==> src/rtl/dbg_apb_pkg.sv <==
// dbg_apb_pkg: shared FSM states, response codes and one-hot select helper for dbg_apb_master
package dbg_apb_pkg;

    typedef enum logic [1:0] {IDLE, SETUP, ACCESS, RESP} dbg_apb_state_e;

    localparam logic RSP_OK     = 1'b0;
    localparam logic RSP_ERR    = 1'b1;
    localparam int   MAX_SLAVES = 256;

    function automatic logic [MAX_SLAVES-1:0] onehot(input int unsigned idx, input int unsigned n);
        onehot = '0;
        if (idx < n && idx < MAX_SLAVES) onehot[idx[7:0]] = 1'b1;
    endfunction

endpackage

==> src/rtl/dbg_apb_timeout_cnt.sv <==
// dbg_apb_timeout_cnt: ACCESS-phase wait counter; ports clk, rst, clear_i, inc_i, expired_o (ready still low on cycle TIMEOUT_CYCLES)
module dbg_apb_timeout_cnt #(
    parameter int TIMEOUT_CYCLES = 64
) (
    input  logic clk,
    input  logic rst,
    input  logic clear_i,
    input  logic inc_i,
    output logic expired_o
);

    localparam int CW = $clog2(TIMEOUT_CYCLES + 1);

    logic [CW-1:0] cnt_q;

    // cnt_q holds the number of ready-low ACCESS cycles already seen
    assign expired_o = cnt_q >= CW'(TIMEOUT_CYCLES - 1);

    always_ff @(posedge clk) begin
        if (rst || clear_i) cnt_q <= '0;
        else if (inc_i && !expired_o) cnt_q <= cnt_q + 1'b1;
    end

endmodule

==> src/rtl/dbg_apb_master.sv <==
// dbg_apb_master: DAP-to-APB debug bridge; req_* in, rsp_* out, apb_* bus side; optional ACCESS timeout via DBG_APB_MASTER_TIMEOUT_EN
module dbg_apb_master
    import dbg_apb_pkg::*;
#(
    parameter  int NR_SLAVES      = 1,
    parameter  int ADDR_WIDTH     = 5,
    parameter  int WDATA_WIDTH    = 32,
    parameter  int RDATA_WIDTH    = 32,
    parameter  int TIMEOUT_CYCLES = 64,
    localparam int SLV_W          = NR_SLAVES > 1 ? $clog2(NR_SLAVES) : 1
) (
    input  logic                   clk,
    input  logic                   rst,
    input  logic                   req_valid,
    output logic                   req_ready,
    input  logic [SLV_W-1:0]       req_slave,
    input  logic [ADDR_WIDTH-1:0]  req_addr,
    input  logic                   req_wr_rd,
    input  logic [WDATA_WIDTH-1:0] req_wdata,
    output logic                   rsp_valid,
    input  logic                   rsp_ready,
    output logic [RDATA_WIDTH-1:0] rsp_rdata,
    output logic                   rsp_err,
    output logic [ADDR_WIDTH-1:0]  apb_addr,
    output logic [NR_SLAVES-1:0]   apb_sel,
    output logic                   apb_enable,
    output logic                   apb_wr_rd,
    output logic [WDATA_WIDTH-1:0] apb_wdata,
    input  logic                   apb_ready,
    input  logic [RDATA_WIDTH-1:0] apb_rdata
);

    if (TIMEOUT_CYCLES < 1 || TIMEOUT_CYCLES > 65535) begin : g_bad_timeout
        $error("TIMEOUT_CYCLES out of range 1..65535");
    end

    dbg_apb_state_e          state_q, state_d;
    logic [ADDR_WIDTH-1:0]   addr_q, addr_d;
    logic                    wr_q, wr_d;
    logic [WDATA_WIDTH-1:0]  wdata_q, wdata_d;
    logic [NR_SLAVES-1:0]    sel_q, sel_d;
    logic                    en_q, en_d;
    logic                    rsp_valid_q, rsp_valid_d;
    logic [RDATA_WIDTH-1:0]  rsp_rdata_q, rsp_rdata_d;
    logic                    rsp_err_q, rsp_err_d;
    logic [MAX_SLAVES-1:0]   oh;
    logic                    timeout;

`ifdef DBG_APB_MASTER_TIMEOUT_EN
    dbg_apb_timeout_cnt #(.TIMEOUT_CYCLES(TIMEOUT_CYCLES)) u_timeout_cnt (
        .clk       (clk),
        .rst       (rst),
        .clear_i   (state_q == SETUP),
        .inc_i     (state_q == ACCESS && !apb_ready),
        .expired_o (timeout)
    );
`else
    assign timeout = 1'b0;
`endif

    assign oh         = onehot(32'(req_slave), NR_SLAVES);
    assign req_ready  = state_q == IDLE;
    assign rsp_valid  = rsp_valid_q;
    assign rsp_rdata  = rsp_rdata_q;
    assign rsp_err    = rsp_err_q;
    assign apb_addr   = addr_q;
    assign apb_sel    = sel_q;
    assign apb_enable = en_q;
    assign apb_wr_rd  = wr_q;
    assign apb_wdata  = wdata_q;

    always_comb begin
        state_d     = state_q;
        addr_d      = addr_q;
        wr_d        = wr_q;
        wdata_d     = wdata_q;
        sel_d       = sel_q;
        en_d        = en_q;
        rsp_valid_d = rsp_valid_q;
        rsp_rdata_d = rsp_rdata_q;
        rsp_err_d   = rsp_err_q;
        case (state_q)
            IDLE: if (req_valid) begin
                addr_d  = req_addr;
                wr_d    = req_wr_rd;
                wdata_d = req_wdata;
                if (32'(req_slave) >= NR_SLAVES) begin
                    state_d     = RESP;
                    rsp_valid_d = 1'b1;
                    rsp_err_d   = RSP_ERR;
                    rsp_rdata_d = '0;
                end else begin
                    state_d = SETUP;
                    sel_d   = oh[NR_SLAVES-1:0];
                end
            end
            SETUP: begin
                state_d = ACCESS;
                en_d    = 1'b1;
            end
            ACCESS: if (apb_ready || timeout) begin
                // ready on the final allowed cycle wins over the timeout
                state_d     = RESP;
                sel_d       = '0;
                en_d        = 1'b0;
                rsp_valid_d = 1'b1;
                rsp_err_d   = apb_ready ? RSP_OK : RSP_ERR;
                rsp_rdata_d = (apb_ready && !wr_q) ? apb_rdata : '0;
            end
            RESP: if (rsp_ready) begin
                state_d     = IDLE;
                rsp_valid_d = 1'b0;
                rsp_err_d   = RSP_OK;
                rsp_rdata_d = '0;
            end
            default: state_d = IDLE;
        endcase
    end

    always_ff @(posedge clk) begin
        if (rst) begin
            state_q     <= IDLE;
            addr_q      <= '0;
            wr_q        <= 1'b0;
            wdata_q     <= '0;
            sel_q       <= '0;
            en_q        <= 1'b0;
            rsp_valid_q <= 1'b0;
            rsp_rdata_q <= '0;
            rsp_err_q   <= RSP_OK;
        end else begin
            state_q     <= state_d;
            addr_q      <= addr_d;
            wr_q        <= wr_d;
            wdata_q     <= wdata_d;
            sel_q       <= sel_d;
            en_q        <= en_d;
            rsp_valid_q <= rsp_valid_d;
            rsp_rdata_q <= rsp_rdata_d;
            rsp_err_q   <= rsp_err_d;
        end
    end

endmodule

==> config.mk <==
export PLATFORM = sky130hd
export DESIGN_NAME = dbg_apb_master
export DESIGN_NICKNAME = d
export VERILOG_FILES = /design/src/rtl/dbg_apb_pkg.sv /design/src/rtl/dbg_apb_timeout_cnt.sv /design/src/rtl/dbg_apb_master.sv
export SDC_FILE = /design/constraint.sdc
export NUM_CORES = 1
export LEC_CHECK = 0
export ABC_CLOCK_PERIOD_IN_PS = 4800
export BUFFER_PORTS_ARGS = -buffer_cell sky130_fd_sc_hd__buf_2
export CORE_AREA = 4 4 84 86
export CTS_CLUSTER_SIZE = 25
export DETAILED_ROUTE_END_ITERATION = 8
export DIE_AREA = 0 0 88 90
export PLACE_DENSITY = 0.81
export SLEW_MARGIN = 20
export SYNTH_ARGS = -nofsm -noshare
export SYNTH_HDL_FRONTEND = slang
export SYNTH_SLANG_ARGS = --single-unit
==> constraint.sdc <==
create_clock -name clk -period 4.8 [get_ports clk]
set_clock_uncertainty 0.1 [all_clocks]
set_input_delay 0.24 -clock clk [delete_from_list [all_inputs] [get_ports clk]]
set_output_delay 0.24 -clock clk [all_outputs]
set_load 0.05 [all_outputs]
* Word-level counts from Yosys, hierarchy flattened
Cells that the tools add are included.
Word-level totals: register bits after elaboration 76, input port bits 76, output and inout bits 75, logic and storage cells 58
Cells by class: order comparisons 4, equal/unequal tests 8, multiplexer cells 25, reduce and logical (&&, ||, !) cells 12
Operators with widths (count):
- 32-bit 2-to-1 mux | 5
- 32-bit one-hot mux with 3 select lines | 1
- 1-bit by 9-bit less-than comparator with 1-bit output, second input constant | 1
- 1-bit 2-to-1 mux | 9
- 2-bit 2-to-1 mux | 4
- 2-bit != test, second input constant | 4
- 2-bit one-hot mux with 4 select lines | 1
- 1-bit one-hot mux with 3 select lines | 2
- 5-bit AND reduction | 1
- 2-bit equality test, second input constant | 2
- 1-bit one-hot mux with 2 select lines | 2
- 2-bit AND reduction | 2
- 4-bit AND reduction | 1
- 2-bit nonzero test | 2
- 3-bit AND reduction | 1
- 3-bit nonzero test | 1
- 2-bit by 1-bit equality test with 1-bit output, second input constant | 1
- 1-bit greater-or-equal comparator, second input constant | 2
- 1-bit logical AND | 2
- 2-bit zero test | 1
- 2-bit by 1-bit != test with 1-bit output, second input constant | 1
- 1-bit demux with 1-bit select | 1
- 1-bit zero test | 1
- 1-bit less-than comparator, second input constant | 1

* Depth between registers and ports, before layout
Gate-level depths: netlist (run 1).
depth in word-level cells 8, depth in mapped cells 7, gate-level depth less buffers 6

* Worst setup path before layout (run 1)
No wires, ideal clock.
kind flip-flop to flip-flop, start point register state_q[0], end point register rsp_rdata_q[0], in the netlist rsp_rdata[0], setup time 0.120 ns, arrival time 2.145 ns, data required time 4.580 ns, setup slack 2.435 ns, stages on the path, launching flop included 7, path buffers 1, period minus slack after synthesis 2.365 ns, cells stage by stage dfxtp_1 inv_1 ha_1 a222oi_1 nand2_2 buf_6 mux2i_1
On the way: longest elaborated chain between the ends 3, elaborated cells on any way between the ends 10, those cells by class eq/ne: 6; mux: 1; reduce/logical: 3
Ends and longest elaborated chain:
- from (decl) | RTL line dbg_apb_master.sv:37 | dbg_apb_state_e state_q, state_d;
- from (signal assigned) | RTL line dbg_apb_master.sv:132 | state_q <= state_d;
- 2-bit zero test (*)
- via req_ready | RTL line dbg_apb_master.sv:15 | output logic req_ready,
- 2-bit by 1-bit != test with 1-bit output (no source line) (tied with other cells)
- 5-bit AND reduction (no source line)
- to (signal assigned) | RTL line dbg_apb_master.sv:139 | rsp_rdata_q <= rsp_rdata_d;
- to (decl) | RTL line dbg_apb_master.sv:44 | logic [RDATA_WIDTH-1:0] rsp_rdata_q, rsp_rdata_d;
The timed path passes the listed nets; every way through them passes the cells marked *. A chain may end at the register's enable or synchronous reset.

* Final worst setup path (run 1)
start point register state_q[0], end point register rsp_rdata_q[2], in the netlist rsp_rdata[2]
On the way: longest elaborated chain between the ends 3, elaborated cells on any way between the ends 10, those cells by class eq/ne: 6; mux: 1; reduce/logical: 3
Ends and longest elaborated chain:
- 2-bit equality test / 2-bit zero test (equally long branches) | RTL line dbg_apb_master.sv:82 | case (state_q)
- 2-bit != test (no source line) (tied with other cells)
- 5-bit AND reduction (no source line)
Parallel ways exist; a longest one is shown, timed or not.

==> results of run 1 <==
[placed cells by master (no fill, tap or decap), drive strengths merged, types with 5 or more instances in the layout]
| cell type | instances |
|---|---|
| buf | 155 |
| mux2i | 33 |
| nand2b | 32 |
| dfxtp | 76 |
| ha | 5 |
| clkbuf | 10 |
| inv | 6 |
| a21oi | 42 |
| nand2 | 111 |
| nor2 | 5 |
[state kept, by name, indices dropped and copies added, names as in the netlist]
signal      count
apb_wdata      32
apb_sel         1
state_q         2
apb_wr_rd       1
apb_addr        5
rsp_err         1
apb_enable      1
rsp_valid       1
rsp_rdata      32
[worst max-delay path by stage]
stage	endpoint	slack (ps)	cells after the start
after floorplan	rsp_rdata[0]	2430	6
after global placement	rsp_rdata[26]	2090	6
after global routing	rsp_rdata[3]	1680	6
after detailed placement	rsp_rdata[0]	1970	6
final	rsp_rdata[2]	1890	6
after CTS	rsp_rdata[8]	1900	6
[critical path: stages (launching register included)]
cell	delay, ps
dfxtp_1	380
inv_1	100
ha_1	270
a222oi_1	870
nand2_2	510
buf_4	400
mux2i_1	150
[per-stage QoR]
stage	utilization [%]	instance area (µm²)
global placement	60.1	3770
finish	63.5	3990
CTS	63.5	3990
global route	63.5	3990
detailed placement	60.1	3770
floorplan	-	2990
[power by group through the flow]
stage	registers [mW]	clock network (mW)	logic, mW
final	0.772	0.525	0.970
after global routing	0.784	0.564	1.04
after CTS	0.773	0.536	0.978
after detailed placement	0.786	0	0.974
after global placement	0.781	0	0.960
after floorplan	1.07	0	0.502
[cell type report]
type	instances	area, µm²	share of cell area (%)
repair buffers	155	788	19.8
clock buffers	10	128	3.20
flip-flops and latches	76	1520	38.2
clock inverters	6	88.8	2.23
multi-input cells	241	1340	33.7
well taps	77	96.3	2.42
inverters	6	22.5	0.565
[routing by layer]
layer | share of wire [%] | global-route usage, % | up-vias
li1 | - | - | 1398
met1 | 43 | 21.6 | 1254
met2 | 45 | 30.9 | 109
met3 | 10 | 6.03 | 9
met4 | 1.1 | 6.91 | 0
met5 | 0 | 0 | -
[cells by family after synthesis]
family | synth area share, %
compound gates | 8.92
fa+ha+maj | 2.09
buf+inv | 4.27
flops | 50.9
mux | 11.4
simple gates | 22.3
==> flow_summary.ini, run 1 <==
[sta]
hold_viol = 0
finalSetupTns_ps = 0
holdWs_ps = 33.9
slew_headroom_pct = 36.1
setup-violations-final = 0
grt_setup_unrepaired = no
fmax_ghz = 0.343
drv_slew = 0
setup_slack_ps = 1890
period_share_pct = 60.7
tightest_slew_ps = 959
fin_crit_ps = 2910

[grt]
grt_pass1_vias = 2765
grt_max_degree = 49
globalRouteTotalUtil_pct = 18.5
grt_pass1_wl_mm = 12.0
antenna_found_initial = 0
grt_overflow = 0

[synth]
synthTopCellsByArea = dfxtp_1, nand2_1, mux2i_1, a21oi_1, nand2b_1
yosysMostFrequentCell = nand2_1
syn_avg_cell_area_um2 = 8.66
yosysUniqueCellTypes = 22
synth_area_leader_cell = dfxtp_1
synthTopCellsByCount = nand2_1, dfxtp_1, a21oi_1
syn_nets = 426
ys_warn_count = 0
synth-edff-count = 0
synth_top_area_share_pct = 50.9
synth_seq_area_share_pct = 50.9
synth_area_um2 = 2990
synth_flop_cell = dfxtp_1
async_flop_share_pct = 0
syn-instance-count = 345
synth-seq-cells = 76

[pwr]
swShare_pct = 42.3
power.total_mw = 2.27
p_int_mw = 1.31
vdd_drop_max_v = 0.000366
p_clk_share_pct = 23.1
power_frac_seq_pct = 34.1
p_comb_share_pct = 42.8
power_density_nw_per_um2 = 569
leakage_nw = 1.97
p_sw_mw = 0.958

[floorplanning]
core_um2 = 6280
die_area_um2 = 7920
row_count = 29
die_h_um = 90
initial_utilization_pct = 47.6
dieWidth_um = 88
ios = 151

[worst_setup_path]
arrival_ps = 3030
cp-end-kind = flop
cp-start-kind = flop
critPathMaxFanout = 19
r2r_cells = 6
cp_data_required_time_ps = 4920
r2r-start = state_q[0]
r2r_end = rsp_rdata[2]
worst-setup-path-type = reg -> reg
r2r_slack_ps = 1890
startpoint = state_q[0]

[layout]
n_antenna_cell = 0
fin_cells = 571
fin_nets = 570
drive_above_1_share_pct = 35.2
n_fill_cell = 550
area_growth_pct = 33.5

[placement]
dp_worst_setup_slack_ps = 1970
dp_hpwl_mm = 5.34
port_buffers = 150
gp_congestion = 0.732
placedCellCount = 555

[run_status]
outcome = complete, no violations

[route]
drcViolationCount = 0
wirelength_mm = 7.33
vias = 2770
ant_nets = 0
dr.pass1.iters = 4
post_drt_wl_per_cell_um = 12.8
drt-initial-drc-count = 111
routed_via_density = 4.85

[worst_hold_path]
whs_endpoint = rsp_rdata[14]
min_from = apb_rdata[14]
hold_path_class = in -> reg
hold_depth = 3

[clock_network]
postCtsSetupRepairBufs = 0
clockBufferDepth = 2
path_clk_slew_ps = 80
ctsRootBufferMaster = clkbuf_8
cts_buffers = 9
cts_tree = yes
cts_sinks = 76
clkLatencyLatePin_ps = 330
holdBufCountCts = 0
cts-resized-gates = 0
cts_max_level = 3

[run]
max_cap_violations = 0
Power figures use the tool's default switching activity.
==> inputs of run 2 (changes only) <==
- ABC_AREA: not set -> 1
- ABC_CLOCK_PERIOD_IN_PS: 4800 -> 2900
- CORE_AREA: 4 4 84 86 -> 4 4 88 90
- DIE_AREA: 0 0 88 90 -> 0 0 92 94
- PLACE_DENSITY: 0.81 -> 0.77
- clock period: 4.8 -> 2.9 ns (I/O delays scaled with it)
==> run 2 against run 1 <==
Effect of this change:
- global-route usage rose by 3.2 points
- largest power group unchanged
- core utilization up 0.67 points
- wire length up 25%
- clock-buffer cell count unchanged
- non-clock buffer count is 41 higher
- register-to-register slack got worse by 1100 ps
- sequential share of layout area fell by 4.6 points
- die area is 9.2% higher
- worst hold slack improved by 15 ps
- power increased to 2.7 times the previous value
- sequential power rose by 120%
==> flow_summary.ini, run 2 <==
[run_status]
outcome = complete, no violations

[worst_setup_path]
crit_chain = inv_1 > ha_1 > nand2_1 > nand2_1 > nor2_4 > nand3_1 > nand2_1 > nor2_1
crit_buf_inv = 1
cp-start-kind = flop
worst-setup-path-type = reg -> reg
cp.depth = 8
cp-end-kind = flop
crit_slowest_cell = nor2_4
cp_data_required_time_ps = 3030
r2r_cells = 8
crit_family = simple AND/OR/NAND/NOR gates
critPathMaxFanout = 36
arrival_ps = 2280
cp_slowest_stage_delay_ps = 600
crit_top_cell = nand2_1

[route]
drcViolationCount = 0
post_drt_wl_per_cell_um = 12.9
drt-initial-drc-count = 146
wirelength_mm = 9.19
dr.pass1.iters = 4
vias = 3468
routed_via_density = 4.86
ant_nets = 0

[clock_network]
cts-resized-gates = 0
cts_sinks = 76
path_clk_slew_ps = 80
clockBufferDepth = 2
cts_buffers = 9
ctsRootBufferMaster = clkbuf_8
postCtsSetupRepairBufs = 0
cts_tree = yes
clkLatencyLatePin_ps = 330
cts_max_level = 3

[pwr]
p_sw_mw = 3.17
leakage_nw = 2.28
vdd_drop_max_v = 0.000585
p_comb_share_pct = 56.5
power_density_nw_per_um2 = 1340
p_clk_share_pct = 16.0
power.total_mw = 6.06
power_frac_seq_pct = 27.4
p_int_mw = 2.88
swShare_pct = 52.4

[grt]
grt_overflow = 0
grt_pass1_vias = 3282
grt_max_degree = 56
grt_pass1_wl_mm = 15.1
globalRouteTotalUtil_pct = 21.7
antenna_found_initial = 0

[synth]
ys_warn_count = 0
syn-instance-count = 435
syn_nets = 516
synth-edff-count = 0
synth_seq_area_share_pct = 48.1
async_flop_share_pct = 0
syn_avg_cell_area_um2 = 7.27
synth_area_leader_cell = dfxtp_1
synth_flop_cell = dfxtp_1
synthTopCellsByArea = dfxtp_1, nor2_1, nand3_1, o21ai_0, nand2_1
synthTopCellsByCount = nor2_1, dfxtp_1, nand3_1
yosysUniqueCellTypes = 22
synth-seq-cells = 76
synth_area_um2 = 3160
synth_top_area_share_pct = 48.1
yosysMostFrequentCell = nor2_1

[sta]
tightest_slew_ps = 791
grt_setup_unrepaired = no
fin_crit_ps = 2140
period_share_pct = 73.9
slew_headroom_pct = 47.2
finalSetupTns_ps = 0
hold_viol = 0
drv_slew = 0
fmax_ghz = 0.466
setup-violations-final = 0

[placement]
gp_congestion = 0.781
place_area_um2 = 3890
dp_hpwl_mm = 5.62
placedCellCount = 658
port_buffers = 150

[floorplanning]
ios = 151
die_area_um2 = 8650
initial_utilization_pct = 44.8
core_um2 = 7060
dieWidth_um = 92
die_h_um = 94
row_count = 31

[layout]
drive_above_1_share_pct = 29.3
n_fill_cell = 614
fin_nets = 691
n_antenna_cell = 0
area_growth_pct = 43.4
fin_cells = 713
final_core_util_pct = 64.2
finalInstanceArea_um2 = 4530
final_cell_mix = buf_2, nor2_1, dfxtp_1, nand3_1, nand2_1
final_common_cell = buf_2

[worst_hold_path]
hold_depth = 4
hold_path_class = in -> reg

[run]
max_cap_violations = 0
run 2: cell count changes after synthesis, sizes merged, moves of 2 or more:
cell,before,now
nor2,5,149
buf,4,18
nor2b,2,0
mux2i,33,0
a211oi,2,0
nand2b,32,0
inv,6,13
nand2,111,44
nand3,0,67
a21oi,42,4
o21ai,1,42
clkbuf,18,14
run 2: power by group through the flow:
stage | logic [mW] | clock network, mW | registers (mW)
floorplan | 1.42 | 0 | 3.03
global placement | 3.31 | 0 | 1.67
detailed placement | 3.37 | 0 | 1.68
CTS | 3.42 | 0.982 | 1.66
global route | 3.72 | 1.05 | 1.72
finish | 3.42 | 0.971 | 1.66
run 2: routing by layer:
metal | up-vias | GRT usage (%) | share of wire, %
met5 | - | 0 | 0
met4 | 0 | 5.94 | 0.92
met3 | 9 | 9.05 | 11
met2 | 146 | 36.1 | 47
met1 | 1573 | 25.7 | 41
li1 | 1740 | - | -
run 2: worst min-delay path, delay by kind of cell:
family                 cells  cell delay (ps)
buffers and inverters      2              130
AO/OA/AOI/OAI              1              120
AND/OR/NAND/NOR            1               40
run 2: worst paths after layout:
| path | startpoint | endpoint | slack [ps] |
|---|---|---|---|
| hold reg to reg | apb_sel | apb_sel | 350 |
| setup / recovery | state_q[0] | rsp_rdata[9] | 760 |
| hold / removal | apb_ready | apb_enable | 50 |
| setup reg to reg | state_q[0] | rsp_rdata[9] | 760 |
run 2: what timing repair did:
action | in CTS | in global routing
setup endpoints to repair | 0 | 0
hold buffers | 40 | 0
hold endpoints to repair | 40 | 0
run 2: cells by family after synthesis:
logic type               after synthesis  synth area share, %
AND/OR/NAND/NOR                      263                 34.7
AO/OA/AOI/OAI                         46                 7.64
adder cells (fa/ha/maj)                5                 1.98
flip-flops                            76                 48.1
buffers and inverters                 45                 7.52
run 2: cell type report:
type	instances	area, µm²	area share, %
Sequential cell	76	1520	33.6
Multi-Input combinational cell	314	1400	31.0
Timing Repair Buffer	196	1200	26.4
Clock buffer	10	138	3.04
Tap cell	99	124	2.73
Clock inverter	5	100	2.21
Inverter	13	48.8	1.08
run 2: stage by stage:
step                worst slack, ps  hold slack [ps]
CTS                             761             30.1
detailed placement              787              238
global route                    549             21.6
finish                          756             48.4
global placement                880              229
floorplan                       984              114
